<file path="src/rtl/tcp_rx_record_writer.sv">
// Parses an inbound Ethernet/IPv4/TCP header from a 32-bit word stream and commits
// a 9-word connection record to RAM, writing the valid word last.
module tcp_rx_record_writer #(
  parameter logic [15:0] ETHERTYPE_IPV4 = 16'h0800,
  parameter logic [7:0]  PROTO_TCP      = 8'h06,
  parameter int          HDR_WORDS      = 12
) (
  input  logic        clk,
  input  logic        reset,
  input  logic [31:0] in_data,
  input  logic        in_valid,
  input  logic        in_sop,
  input  logic        in_eop,
  output logic        in_ready,
  input  logic [8:0]  slot_base,
  output logic [8:0]  address,
  output logic [31:0] ram_out,
  output logic        wren,
  output logic        pkt_done,
  output logic        pkt_drop,
  output logic [15:0] drop_count
);

  typedef enum logic [2:0] {
    IDLE    = 3'd0,
    HDR     = 3'd1,
    PAYLOAD = 3'd2,
    DROP    = 3'd3,
    WRITE   = 3'd4
  } state_t;

  localparam logic [3:0] LAST_HDR = 4'(HDR_WORDS - 1);

  state_t      state_q, state_d;
  logic [3:0]  cnt_q, cnt_d;
  logic [3:0]  widx_q, widx_d;
  logic [8:0]  base_q, base_d;
  logic [47:0] mac_dst_q, mac_dst_d, mac_src_q, mac_src_d;
  logic [31:0] ip_src_q, ip_src_d, ip_dst_q, ip_dst_d;
  logic [31:0] seq_q, seq_d, ack_q, ack_d;
  logic [15:0] sport_q, sport_d, dport_q, dport_d;
  logic [7:0]  flags_q, flags_d;
  logic [8:0]  address_q, address_d;
  logic [31:0] ram_out_q, ram_out_d;
  logic        wren_q, wren_d, done_q, done_d, drop_q, drop_d;
  logic [15:0] dcnt_q, dcnt_d;

  logic        xfer_s, start_s, hdr_word_s, cap_en_s, hdr_bad_s;
  logic        chk3_bad_s, chk5_bad_s, emit_en_s;
  logic [3:0]  cap_idx_s, emit_idx_s, rec_k_s;

  assign in_ready   = (state_q != WRITE);
  assign xfer_s     = in_valid && in_ready;
  // A sop transfer in any non-WRITE state (re)starts a frame at word 0.
  assign start_s    = xfer_s && in_sop;
  assign hdr_word_s = xfer_s && !in_sop && (state_q == HDR);
  assign cap_en_s   = start_s || hdr_word_s;
  assign cap_idx_s  = start_s ? 4'd0 : cnt_q;
  assign chk3_bad_s = (in_data[31:16] != ETHERTYPE_IPV4) || (in_data[15:12] != 4'd4) ||
                      (in_data[11:8] != 4'd5);
  assign chk5_bad_s = (in_data[7:0] != PROTO_TCP);
  assign hdr_bad_s  = hdr_word_s && (((cnt_q == 4'd3) && chk3_bad_s) ||
                                     ((cnt_q == 4'd5) && chk5_bad_s));

  // Header field capture, one slice per header word.
  always_comb begin
    mac_dst_d = mac_dst_q;
    mac_src_d = mac_src_q;
    ip_src_d  = ip_src_q;
    ip_dst_d  = ip_dst_q;
    sport_d   = sport_q;
    dport_d   = dport_q;
    seq_d     = seq_q;
    ack_d     = ack_q;
    flags_d   = flags_q;
    if (cap_en_s) begin
      case (cap_idx_s)
        4'd0: mac_dst_d[47:16] = in_data;
        4'd1: begin mac_dst_d[15:0] = in_data[31:16]; mac_src_d[47:32] = in_data[15:0]; end
        4'd2: mac_src_d[31:0] = in_data;
        4'd6: ip_src_d[31:16] = in_data[15:0];
        4'd7: begin ip_src_d[15:0] = in_data[31:16]; ip_dst_d[31:16] = in_data[15:0]; end
        4'd8: begin ip_dst_d[15:0] = in_data[31:16]; sport_d = in_data[15:0]; end
        4'd9: begin dport_d = in_data[31:16]; seq_d[31:16] = in_data[15:0]; end
        4'd10: begin seq_d[15:0] = in_data[31:16]; ack_d[31:16] = in_data[15:0]; end
        4'd11: begin ack_d[15:0] = in_data[31:16]; flags_d = in_data[7:0]; end
        default: mac_dst_d = mac_dst_q;
      endcase
    end else begin
      flags_d = flags_q;
    end
  end

  // Frame state machine; emit_* selects which record word goes out next cycle.
  always_comb begin
    state_d    = state_q;
    cnt_d      = cnt_q;
    base_d     = base_q;
    widx_d     = widx_q;
    drop_d     = 1'b0;
    emit_en_s  = 1'b0;
    emit_idx_s = 4'd0;
    case (state_q)
      IDLE, HDR, PAYLOAD, DROP: begin
        if (start_s) begin
          base_d = slot_base;
          drop_d = (state_q != IDLE) || in_eop;
          if (in_eop) begin
            state_d = IDLE;
          end else begin
            state_d = HDR;
            cnt_d   = 4'd1;
          end
        end else if (xfer_s) begin
          case (state_q)
            HDR: begin
              if (hdr_bad_s) begin
                if (in_eop) begin
                  drop_d  = 1'b1;
                  state_d = IDLE;
                end else begin
                  state_d = DROP;
                end
              end else if (cnt_q == LAST_HDR) begin
                if (in_eop) begin
                  state_d   = WRITE;
                  widx_d    = 4'd0;
                  emit_en_s = 1'b1;
                end else begin
                  state_d = PAYLOAD;
                end
              end else if (in_eop) begin
                drop_d  = 1'b1;
                state_d = IDLE;
              end else begin
                cnt_d = cnt_q + 4'd1;
              end
            end
            PAYLOAD: begin
              if (in_eop) begin
                state_d   = WRITE;
                widx_d    = 4'd0;
                emit_en_s = 1'b1;
              end else begin
                state_d = PAYLOAD;
              end
            end
            DROP: begin
              if (in_eop) begin
                drop_d  = 1'b1;
                state_d = IDLE;
              end else begin
                state_d = DROP;
              end
            end
            default: state_d = state_q;
          endcase
        end else begin
          state_d = state_q;
        end
      end
      WRITE: begin
        if (widx_q == 4'd8) begin
          state_d = IDLE;
          cnt_d   = 4'd0;
        end else begin
          widx_d     = widx_q + 4'd1;
          emit_en_s  = 1'b1;
          emit_idx_s = widx_q + 4'd1;
        end
      end
      default: state_d = IDLE;
    endcase
  end

  // Record word mux: slot offsets 1..8 first, valid word at offset 0 last.
  always_comb begin
    wren_d    = 1'b0;
    done_d    = 1'b0;
    address_d = address_q;
    ram_out_d = ram_out_q;
    rec_k_s   = (emit_idx_s == 4'd8) ? 4'd0 : emit_idx_s + 4'd1;
    if (emit_en_s) begin
      wren_d    = 1'b1;
      done_d    = (rec_k_s == 4'd0);
      address_d = base_q + {5'd0, rec_k_s};
      case (rec_k_s)
        4'd1: ram_out_d = seq_d;
        4'd2: ram_out_d = ack_d;
        4'd3: ram_out_d = ip_src_d;
        4'd4: ram_out_d = ip_dst_d;
        4'd5: ram_out_d = mac_src_d[31:0];
        4'd6: ram_out_d = {mac_dst_d[15:0], mac_src_d[47:32]};
        4'd7: ram_out_d = mac_dst_d[47:16];
        4'd8: ram_out_d = {dport_d, sport_d};
        default: ram_out_d = {flags_d, 23'd0, 1'b1};
      endcase
    end else begin
      ram_out_d = ram_out_q;
    end
    dcnt_d = (drop_d && (dcnt_q != 16'hFFFF)) ? dcnt_q + 16'd1 : dcnt_q;
  end

  // State, captured fields and registered outputs.
  always_ff @(posedge clk or negedge reset) begin
    if (!reset) begin
      state_q   <= IDLE;
      cnt_q     <= 4'd0;
      widx_q    <= 4'd0;
      base_q    <= 9'd0;
      mac_dst_q <= 48'd0;
      mac_src_q <= 48'd0;
      ip_src_q  <= 32'd0;
      ip_dst_q  <= 32'd0;
      seq_q     <= 32'd0;
      ack_q     <= 32'd0;
      sport_q   <= 16'd0;
      dport_q   <= 16'd0;
      flags_q   <= 8'd0;
      address_q <= 9'd0;
      ram_out_q <= 32'd0;
      wren_q    <= 1'b0;
      done_q    <= 1'b0;
      drop_q    <= 1'b0;
      dcnt_q    <= 16'd0;
    end else begin
      state_q   <= state_d;
      cnt_q     <= cnt_d;
      widx_q    <= widx_d;
      base_q    <= base_d;
      mac_dst_q <= mac_dst_d;
      mac_src_q <= mac_src_d;
      ip_src_q  <= ip_src_d;
      ip_dst_q  <= ip_dst_d;
      seq_q     <= seq_d;
      ack_q     <= ack_d;
      sport_q   <= sport_d;
      dport_q   <= dport_d;
      flags_q   <= flags_d;
      address_q <= address_d;
      ram_out_q <= ram_out_d;
      wren_q    <= wren_d;
      done_q    <= done_d;
      drop_q    <= drop_d;
      dcnt_q    <= dcnt_d;
    end
  end

  assign address    = address_q;
  assign ram_out    = ram_out_q;
  assign wren       = wren_q;
  assign pkt_done   = done_q;
  assign pkt_drop   = drop_q;
  assign drop_count = dcnt_q;

endmodule

</file>
<file path="config.mk">
export PLATFORM = sky130hd
export DESIGN_NAME = tcp_rx_record_writer
export DESIGN_NICKNAME = d
export VERILOG_FILES = /design/src/rtl/tcp_rx_record_writer.sv
export SDC_FILE = /design/constraint.sdc
export NUM_CORES = 1
export LEC_CHECK = 0
export ABC_AREA = 1
export CAP_MARGIN = 20
export CORE_MARGIN = 4
export CORE_UTILIZATION = 59
export DETAILED_ROUTE_END_ITERATION = 12
export PLACE_DENSITY = 0.88
export SYNTH_ARGS = -nofsm -noshare
export SYNTH_HDL_FRONTEND = slang
export SYNTH_SLANG_ARGS = --single-unit
</file>
<file path="constraint.sdc">
create_clock -name clk -period 4.2 [get_ports clk]
set_input_delay 1.26 -clock clk [delete_from_list [all_inputs] [get_ports clk]]
set_output_delay 1.26 -clock clk [all_outputs]
set_load 0.03 [all_outputs]
</file>
==> impl_metrics.env, run 1 <==
export IMPL_status="complete, no violations"
export IMPL_dp_hpwl_mm=30.7
export IMPL_start_util_pct=59.8
export IMPL_num_vias=14611
export IMPL_critical_path_most_common_cell="nand2_1"
export IMPL_clk_pin_slew_ns=0.06
export IMPL_drc=0
export IMPL_hp_start="ram_out[12]$_DFFE_PN0P_"
export IMPL_p_total_w=0.0104
export IMPL_synthArstFlopShare_pct=100
export IMPL_ys_flop_type="dfrtp_1"
export IMPL_rsz0062_at_grt="no"
export IMPL_cts_resized=0
export IMPL_cts_hold_fix_buffers=0
export IMPL_grt_use_total_pct=31.9
export IMPL_finalWirelength_mm=47.9
export IMPL_slew_headroom_pct=47.1
export IMPL_core_area_sq_um=26900
export IMPL_slowest_stage="nor2_4"
export IMPL_die_area_sq_um=29900
export IMPL_gr_usage_met3_pct=7.15
export IMPL_cp_max_fo=18
export IMPL_ctsHtreeMaxLevel=2
export IMPL_layout_nets=2157
export IMPL_grt_pass1_wl_mm=77.5
export IMPL_r2r_cells=18
export IMPL_antenna_found_initial=2
export IMPL_rr_endpoint="ram_out[27]$_DFFE_PN0P_"
export IMPL_gp_congestion=0.922
export IMPL_drt_pass1_iter_count=6
export IMPL_setup_worst_path_end_class="flop"
export IMPL_grt_max_degree=98
export IMPL_port_buffers=106
export IMPL_root_buffer="clkbuf_16"
export IMPL_hold_class="reg2reg"
export IMPL_crit_type="reg2reg"
export IMPL_r2r_start="widx_q[0]$_DFFE_PN0P_"
export IMPL_cts_buffers=36
export IMPL_slowest_delay_ns=0.51
export IMPL_clkSinkCount=344
export IMPL_fin_crit_ns=3.54
export IMPL_ff2ff_setup_slack_ns=0.66
export IMPL_worst_slew_pin_transition_ns=0.794
export IMPL_slew_violations=0
export IMPL_power_per_cell_area_nw_per_um2=555
export IMPL_p_leak_nw=9.69
export IMPL_tritoncts="built"
export IMPL_skew_ns=0.0218
export IMPL_ir_worst_vdd_uv=465
export IMPL_period_share_pct=84.4
export IMPL_synth_edff_count=0
export IMPL_ys_seq_area_share_pct=53.6
export IMPL_grt_ovfl_total=0
export IMPL_rows=60
export IMPL_syn_nets=2069
export IMPL_setup_viol=0
export IMPL_grt_busiest_layer="met2"
export IMPL_clk_latency_ns=0.52
export IMPL_startpoint_type="flop"
export IMPL_yosysUniqueCellTypes=38
export IMPL_crit_chain="inv_1, ha_1, nand3_2, nand2_2, nor2_2, inv_2, ha_1, inv_1, nor2_1, nand2_2, nand2_1, nand2_1, nor2_4, nor2_4, nand2_1, nand3_1, nand2_1, nand2_1"
export IMPL_syn_area_sq_um=16100
export IMPL_yosys_register_bits=344
export IMPL_maxCapViolations=0
export IMPL_path_buf_inv=3
export IMPL_required_ns=4.60
export IMPL_drive_above_1_share_pct=7.35
export IMPL_area_growth_pct=16.8
export IMPL_vias_per_cell=5.93
export IMPL_fmax_mhz=282
export IMPL_die_x_um=173
export IMPL_postCtsSetupBuffers=0
export IMPL_ant_nets=0
export IMPL_cp_arrival_ns=3.94
export IMPL_ioPinCount=107
export IMPL_grt_use_met1_pct=41.1
export IMPL_hold_violations=0
export IMPL_cp_top_family="simple AND/OR/NAND/NOR gates"
export IMPL_avgSynthCellArea_sq_um=8.00
export IMPL_die_h_um=173
export IMPL_fin_tns_setup_ns=0
export IMPL_min_to="ram_out[12]$_DFFE_PN0P_"
export IMPL_worstHoldPathCells=2
export IMPL_drt_initial_drc_count=1685
export IMPL_avgRoutedWirePerCell_um=19.4
export IMPL_clock_path_buffers=3
export IMPL_grt_pass1_vias=14659
export IMPL_yosysWarnings=0
export IMPL_synthCells=2009
export IMPL_use_met2_pct=50.6
-- final cells by class --
cell class / count / area, sq um
inverter: 107 / 404
timing repair buffer: 149 / 1580
tap: 341 / 427
multi-input combinational: 1459 / 6570
antenna: 1 / 2.50
fill: 1997 / 8110
clock inverter: 11 / 105
clock buffer: 52 / 1070
sequential: 344 / 8610
-- how the worst max path moves through the flow --
stage	startpoint	end	slack [ns]	cells past startpoint
after floorplan	widx_q[0]$_DFFE_PN0P_	address[8]$_DFFE_PN0P_	1.30	19
after global placement	in_valid	ram_out[28]$_DFFE_PN0P_	0.37	15
after detailed placement	in_valid	ram_out[29]$_DFFE_PN0P_	0.25	15
after CTS	widx_q[0]$_DFFE_PN0P_	ram_out[27]$_DFFE_PN0P_	0.72	18
after global routing	widx_q[0]$_DFFE_PN0P_	ram_out[27]$_DFFE_PN0P_	0.41	18
final	widx_q[0]$_DFFE_PN0P_	ram_out[27]$_DFFE_PN0P_	0.66	18
-- synthesized netlist by cell type (10+ instances only) --
library cell | count | area share, %
nand2_1 | 816 | 19
nor2_1 | 120 | 2.8
nand3_1 | 132 | 4.1
a21oi_1 | 28 | 0.87
xor2_1 | 12 | 0.65
nand4_1 | 16 | 0.62
nor2_4 | 10 | 0.70
xnor2_1 | 11 | 0.60
clkbuf_1 | 28 | 0.65
ha_1 | 13 | 1.0
buf_4 | 12 | 0.56
buf_2 | 47 | 1.5
dfrtp_1 | 344 | 54
o21ai_1 | 183 | 5.7
inv_1 | 97 | 2.3
o21ai_0 | 73 | 2.3
-- flip-flops by register name, indices dropped and copies added (netlist names), 4 cells and up --
signal      flops
ack_q          32
base_q          9
mac_src_q      48
cnt_q           4
ip_src_q       32
mac_dst_q      48
ip_dst_q       32
dport_q        16
sport_q        16
ram_out        32
seq_q          32
address         9
flags_q         8
drop_count     16
widx_q          4
-- power breakdown --
group          switching (W)  internal [W]  total (W)
Clock                0.00130       0.00189    0.00319
Combinational        0.00176      0.000904    0.00266
Sequential          0.000396       0.00417    0.00457
Total                0.00345       0.00697     0.0104
-- worst reg2reg max path, cell delays in order (launching register included) --
cell     delay (ns)
dfrtp_1        0.43
inv_1          0.12
ha_1           0.17
nand3_2        0.16
nand2_2        0.16
nor2_2         0.07
inv_2          0.10
ha_1           0.17
inv_1          0.04
nor2_1         0.12
nand2_2        0.12
nand2_1        0.12
nand2_1        0.15
nor2_4         0.51
nor2_4         0.14
nand2_1        0.40
nand3_1        0.26
nand2_1        0.12
nand2_1        0.05
-- per-stage QoR --
step                cells  worst slack [ns]  hold slack [ns]  cell area [sq um]  utilization, %
floorplan            2009              1.30            0.448              16100               -
global placement     2400             0.371            0.459              17600            65.4
detailed placement   2400             0.252            0.468              17600            65.4
CTS                  2463             0.716            0.485              18800            69.8
global route         2463             0.410            0.511              18800            69.8
finish               2464             0.656            0.483              18800            69.8
-- cell families after synthesis --
family / after synthesis / share of synthesized area [%]
AO/OA/AOI/OAI: 289 / 9.09
buffers and inverters: 206 / 5.58
XOR/XNOR: 23 / 1.25
adder cells (fa/ha/maj): 14 / 1.14
AND/OR/NAND/NOR: 1133 / 29.4
flip-flops: 344 / 53.6
-- layout by cell type, fill, tap and decap left out, types with 3 or more instances in the layout --
| cell type | Yosys | routed |
|---|---|---|
| o21ai_1 | 183 | 183 |
| ha_1 | 13 | 13 |
| nor2_1 | 120 | 120 |
| a21oi_1 | 28 | 28 |
| clkbuf_8 | 0 | 9 |
| inv_2 | 9 | 9 |
| nand3_1 | 132 | 132 |
| nor2_4 | 10 | 11 |
| nand2_1 | 816 | 815 |
| clkbuf_1 | 28 | 6 |
| clkbuf_16 | 0 | 37 |
| nor3_1 | 4 | 4 |
| inv_1 | 97 | 97 |
| xor2_1 | 12 | 12 |
| nand2_2 | 9 | 10 |
| buf_12 | 0 | 15 |
| nand4_1 | 16 | 16 |
| nor2_2 | 9 | 8 |
| nand3_2 | 6 | 6 |
| dfrtp_1 | 344 | 344 |
| clkdlybuf4s50_1 | 0 | 105 |
| nand2_4 | 3 | 3 |
| o21ai_0 | 73 | 73 |
| clkinv_2 | 0 | 9 |
| xnor2_1 | 11 | 11 |
| buf_4 | 12 | 28 |
-- per-layer routing --
| layer | vias to the layer above | part of all wire, % |
|---|---|---|
| li1 | 6589 | - |
| met1 | 6797 | 37 |
| met2 | 990 | 46 |
| met3 | 233 | 11 |
| met4 | 2 | 6.0 |
| met5 | - | 0.017 |
Note: power is estimated with default switching activity, not from simulation.
==> inputs of run 2 (changes only) <==
--- a/config.mk
+++ b/config.mk
@@ -8,9 +8,9 @@
 export ABC_AREA = 1
 export CAP_MARGIN = 20
 export CORE_MARGIN = 4
-export CORE_UTILIZATION = 59
+export CORE_UTILIZATION = 54
 export DETAILED_ROUTE_END_ITERATION = 12
-export PLACE_DENSITY = 0.88
+export PLACE_DENSITY = 0.85
 export SYNTH_ARGS = -nofsm -noshare
 export SYNTH_HDL_FRONTEND = slang
 export SYNTH_SLANG_ARGS = --single-unit
==> constraint.sdc (replaced) <==
create_clock -name clk -period 3.07 [get_ports clk]
set_input_delay 0.921 -clock clk [delete_from_list [all_inputs] [get_ports clk]]
set_output_delay 0.921 -clock clk [all_outputs]
set_load 0.03 [all_outputs]
==> run 2 against run 1 <==
Effect of this change:
- cell count rose by 7.1%
- via count rose by 4.9%
- sequential power rose by 37%
- critical endpoint is now address[8]$_DFFE_PN0P_
- utilization fell by 0.17 points
- critical path type unchanged
- largest power group unchanged
- combinational power rose by 53%
- clock skew fell by 0.012 ns
==> impl_metrics.env, run 2 (synthesized netlist as in run 1, its figures left out) <==
export IMPL_period_share_pct=96.9
export IMPL_n_antenna_cell=0
export IMPL_drt_pass1_iter_count=8
export IMPL_tritoncts="built"
export IMPL_ir_worst_vdd_uv=627
export IMPL_skew_ns=0.00942
export IMPL_worst_slew_pin_transition_ns=0.752
export IMPL_route_met3_wl_mm=5.52
export IMPL_required_ns=3.47
export IMPL_p_comb_share_pct=27.3
export IMPL_power_frac_clock_pct=30.6
export IMPL_clkSinkCount=344
export IMPL_grt_ovfl_total=0
export IMPL_regArea_sq_um=8610
export IMPL_root_buffer="clkbuf_16"
export IMPL_antenna_found_initial=0
export IMPL_clk_latency_ns=0.53
export IMPL_die_x_um=181
export IMPL_dpl_cell_area_sq_um=18800
export IMPL_hold_violations=0
export IMPL_area_growth_pct=25.8
export IMPL_whs_ns=0.323
export IMPL_maxCapViolations=0
export IMPL_slew_violations=0
export IMPL_rows=62
export IMPL_dp_hpwl_mm=32.6
export IMPL_ctsHtreeMaxLevel=2
export IMPL_num_vias=15324
export IMPL_status="complete, no violations"
export IMPL_cp_arrival_ns=3.38
export IMPL_layout_commonest_cell="nand2_1"
export IMPL_port_buffers=106
export IMPL_setup_worst_path_end_class="flop"
export IMPL_grt_use_total_pct=30.7
export IMPL_wl_met2_mm=23.3
export IMPL_crit_type="reg2reg"
export IMPL_setup_viol=0
export IMPL_fin_area_sq_um=20200
export IMPL_clk_pin_slew_ns=0.06
export IMPL_slew_headroom_pct=49.7
export IMPL_gp_congestion=0.961
export IMPL_hold_class="in2async"
export IMPL_p_sw_share_pct=33.2
export IMPL_fin_crit_ns=2.97
export IMPL_cts_buffers=37
export IMPL_drc=0
export IMPL_grt_max_degree=66
export IMPL_startpoint_type="flop"
export IMPL_ioPinCount=107
export IMPL_pre_cts_ws_ns=-0.213
export IMPL_power_per_cell_area_nw_per_um2=737
export IMPL_fmax_mhz=336
export IMPL_multi_input_area_sq_um=6670
export IMPL_core_area_sq_um=29000
export IMPL_internal_power_w=0.00995
export IMPL_rsz0062_at_grt="yes"
export IMPL_start_util_pct=55.4
export IMPL_die_area_sq_um=32600
export IMPL_top_regs="mac_dst_q (48), mac_src_q (48)"
export IMPL_p_sw_w=0.00494
export IMPL_num_fill_cells=2085
export IMPL_ant_nets=0
export IMPL_p_seq_share_pct=42.1
export IMPL_layout_common_cells="nand2_1, dfrtp_1, o21ai_1"
export IMPL_wl_met1_mm=18.6
export IMPL_setup_ws_ns=0.0960
export IMPL_drt_initial_drc_count=1899
export IMPL_die_h_um=181
export IMPL_p_leak_nw=10.4
export IMPL_grt_pass1_wl_mm=81.1
export IMPL_ff2ff_setup_slack_ns=0.1
export IMPL_routed_top_layer="met4"
export IMPL_clock_path_buffers=3
export IMPL_finalWirelength_mm=51.1
export IMPL_drive_above_1_share_pct=13.4
export IMPL_layout_nets=2288
export IMPL_avgRoutedWirePerCell_um=19.4
export IMPL_grt_pass1_vias=15623
export IMPL_vias_per_cell=5.81
export IMPL_cp_max_fo=5
## run 2: cell count changes in the layout (fill, tap and decap cells not counted), sizes merged
| cell | delta |
|---|---|
| buf | +129 |
| inv | +1 |
| nor2 | +1 |
| diode | -1 |
| clkbuf | +4 |
| clkinv | -3 |
## run 2: critical path, stage by stage (launching register included)
cell     delay (ns)
dfrtp_1        0.39
inv_2          0.08
ha_1           0.16
nand3_2        0.10
buf_4          0.16
nand3_2        0.09
ha_2           0.19
inv_1          0.05
nor2_2         0.12
nand2_2        0.10
buf_6          0.15
nand2_1        0.08
inv_1          0.06
ha_2           0.18
fa_2           0.37
a31oi_4        0.22
nor2_2         0.07
nand3_2        0.08
xor2_2         0.14
o21ai_1        0.07
## run 2: timing repair
action | in CTS | in global routing
hold buffers | 0 | 0
setup buffers | 0 | 6
setup endpoints to repair | 12 | 28
pin swaps | 2 | 6
gates cloned | 1 | 0
gates resized for setup | 5 | 18
## run 2: final timing paths
check	start	end	depth (start not counted)
setup / recovery	widx_q[0]$_DFFE_PN0P_	address[8]$_DFFE_PN0P_	19
hold / removal	reset	sport_q[9]$_DFF_PN0_	1
setup reg to reg	widx_q[0]$_DFFE_PN0P_	address[8]$_DFFE_PN0P_	19
hold reg to reg	ram_out[14]$_DFFE_PN0P_	ram_out[14]$_DFFE_PN0P_	2
max in group asynchronous	reset	base_q[6]$_DFFE_PN0P_	2
min in group clk	ram_out[14]$_DFFE_PN0P_	ram_out[14]$_DFFE_PN0P_	2
## run 2: power groups by stage
stage               sequential [W]  combinational (W)  clock, W
floorplan                  0.00650            0.00199         0
global placement           0.00625            0.00366         0
global route               0.00635            0.00444   0.00477
detailed placement         0.00628            0.00383         0
finish                     0.00626            0.00407   0.00456
CTS                        0.00624            0.00392   0.00457
## run 2: area by class of cell
cell class / count / area share [%]
Sequential cell: 344 / 42.6
Tap cell: 384 / 2.38
Timing Repair Buffer: 278 / 13.9
Clock inverter: 9 / 0.508
Multi-Input combinational cell: 1460 / 33.0
Inverter: 107 / 2.00
Clock buffer: 56 / 5.64
## run 2: layer usage
| layer | vias to the layer above | track usage [%] |
|---|---|---|
| li1 | 6849 | - |
| met1 | 7128 | 39.2 |
| met2 | 1059 | 48.0 |
| met3 | 288 | 7.06 |
| met4 | 0 | 18.4 |
| met5 | - | 0 |
## run 2: per-stage QoR
step                      instances  power [W]  utilization, %  setup TNS (ns)
after floorplan                2009    0.00849               -               0
after global placement         2566    0.00990            64.8           -1.31
after detailed placement       2566     0.0101            64.8           -4.32
after CTS                      2632     0.0147            69.2         -0.0727
after global routing           2638     0.0156            69.7          -0.150
final                          2638     0.0149            69.7               0
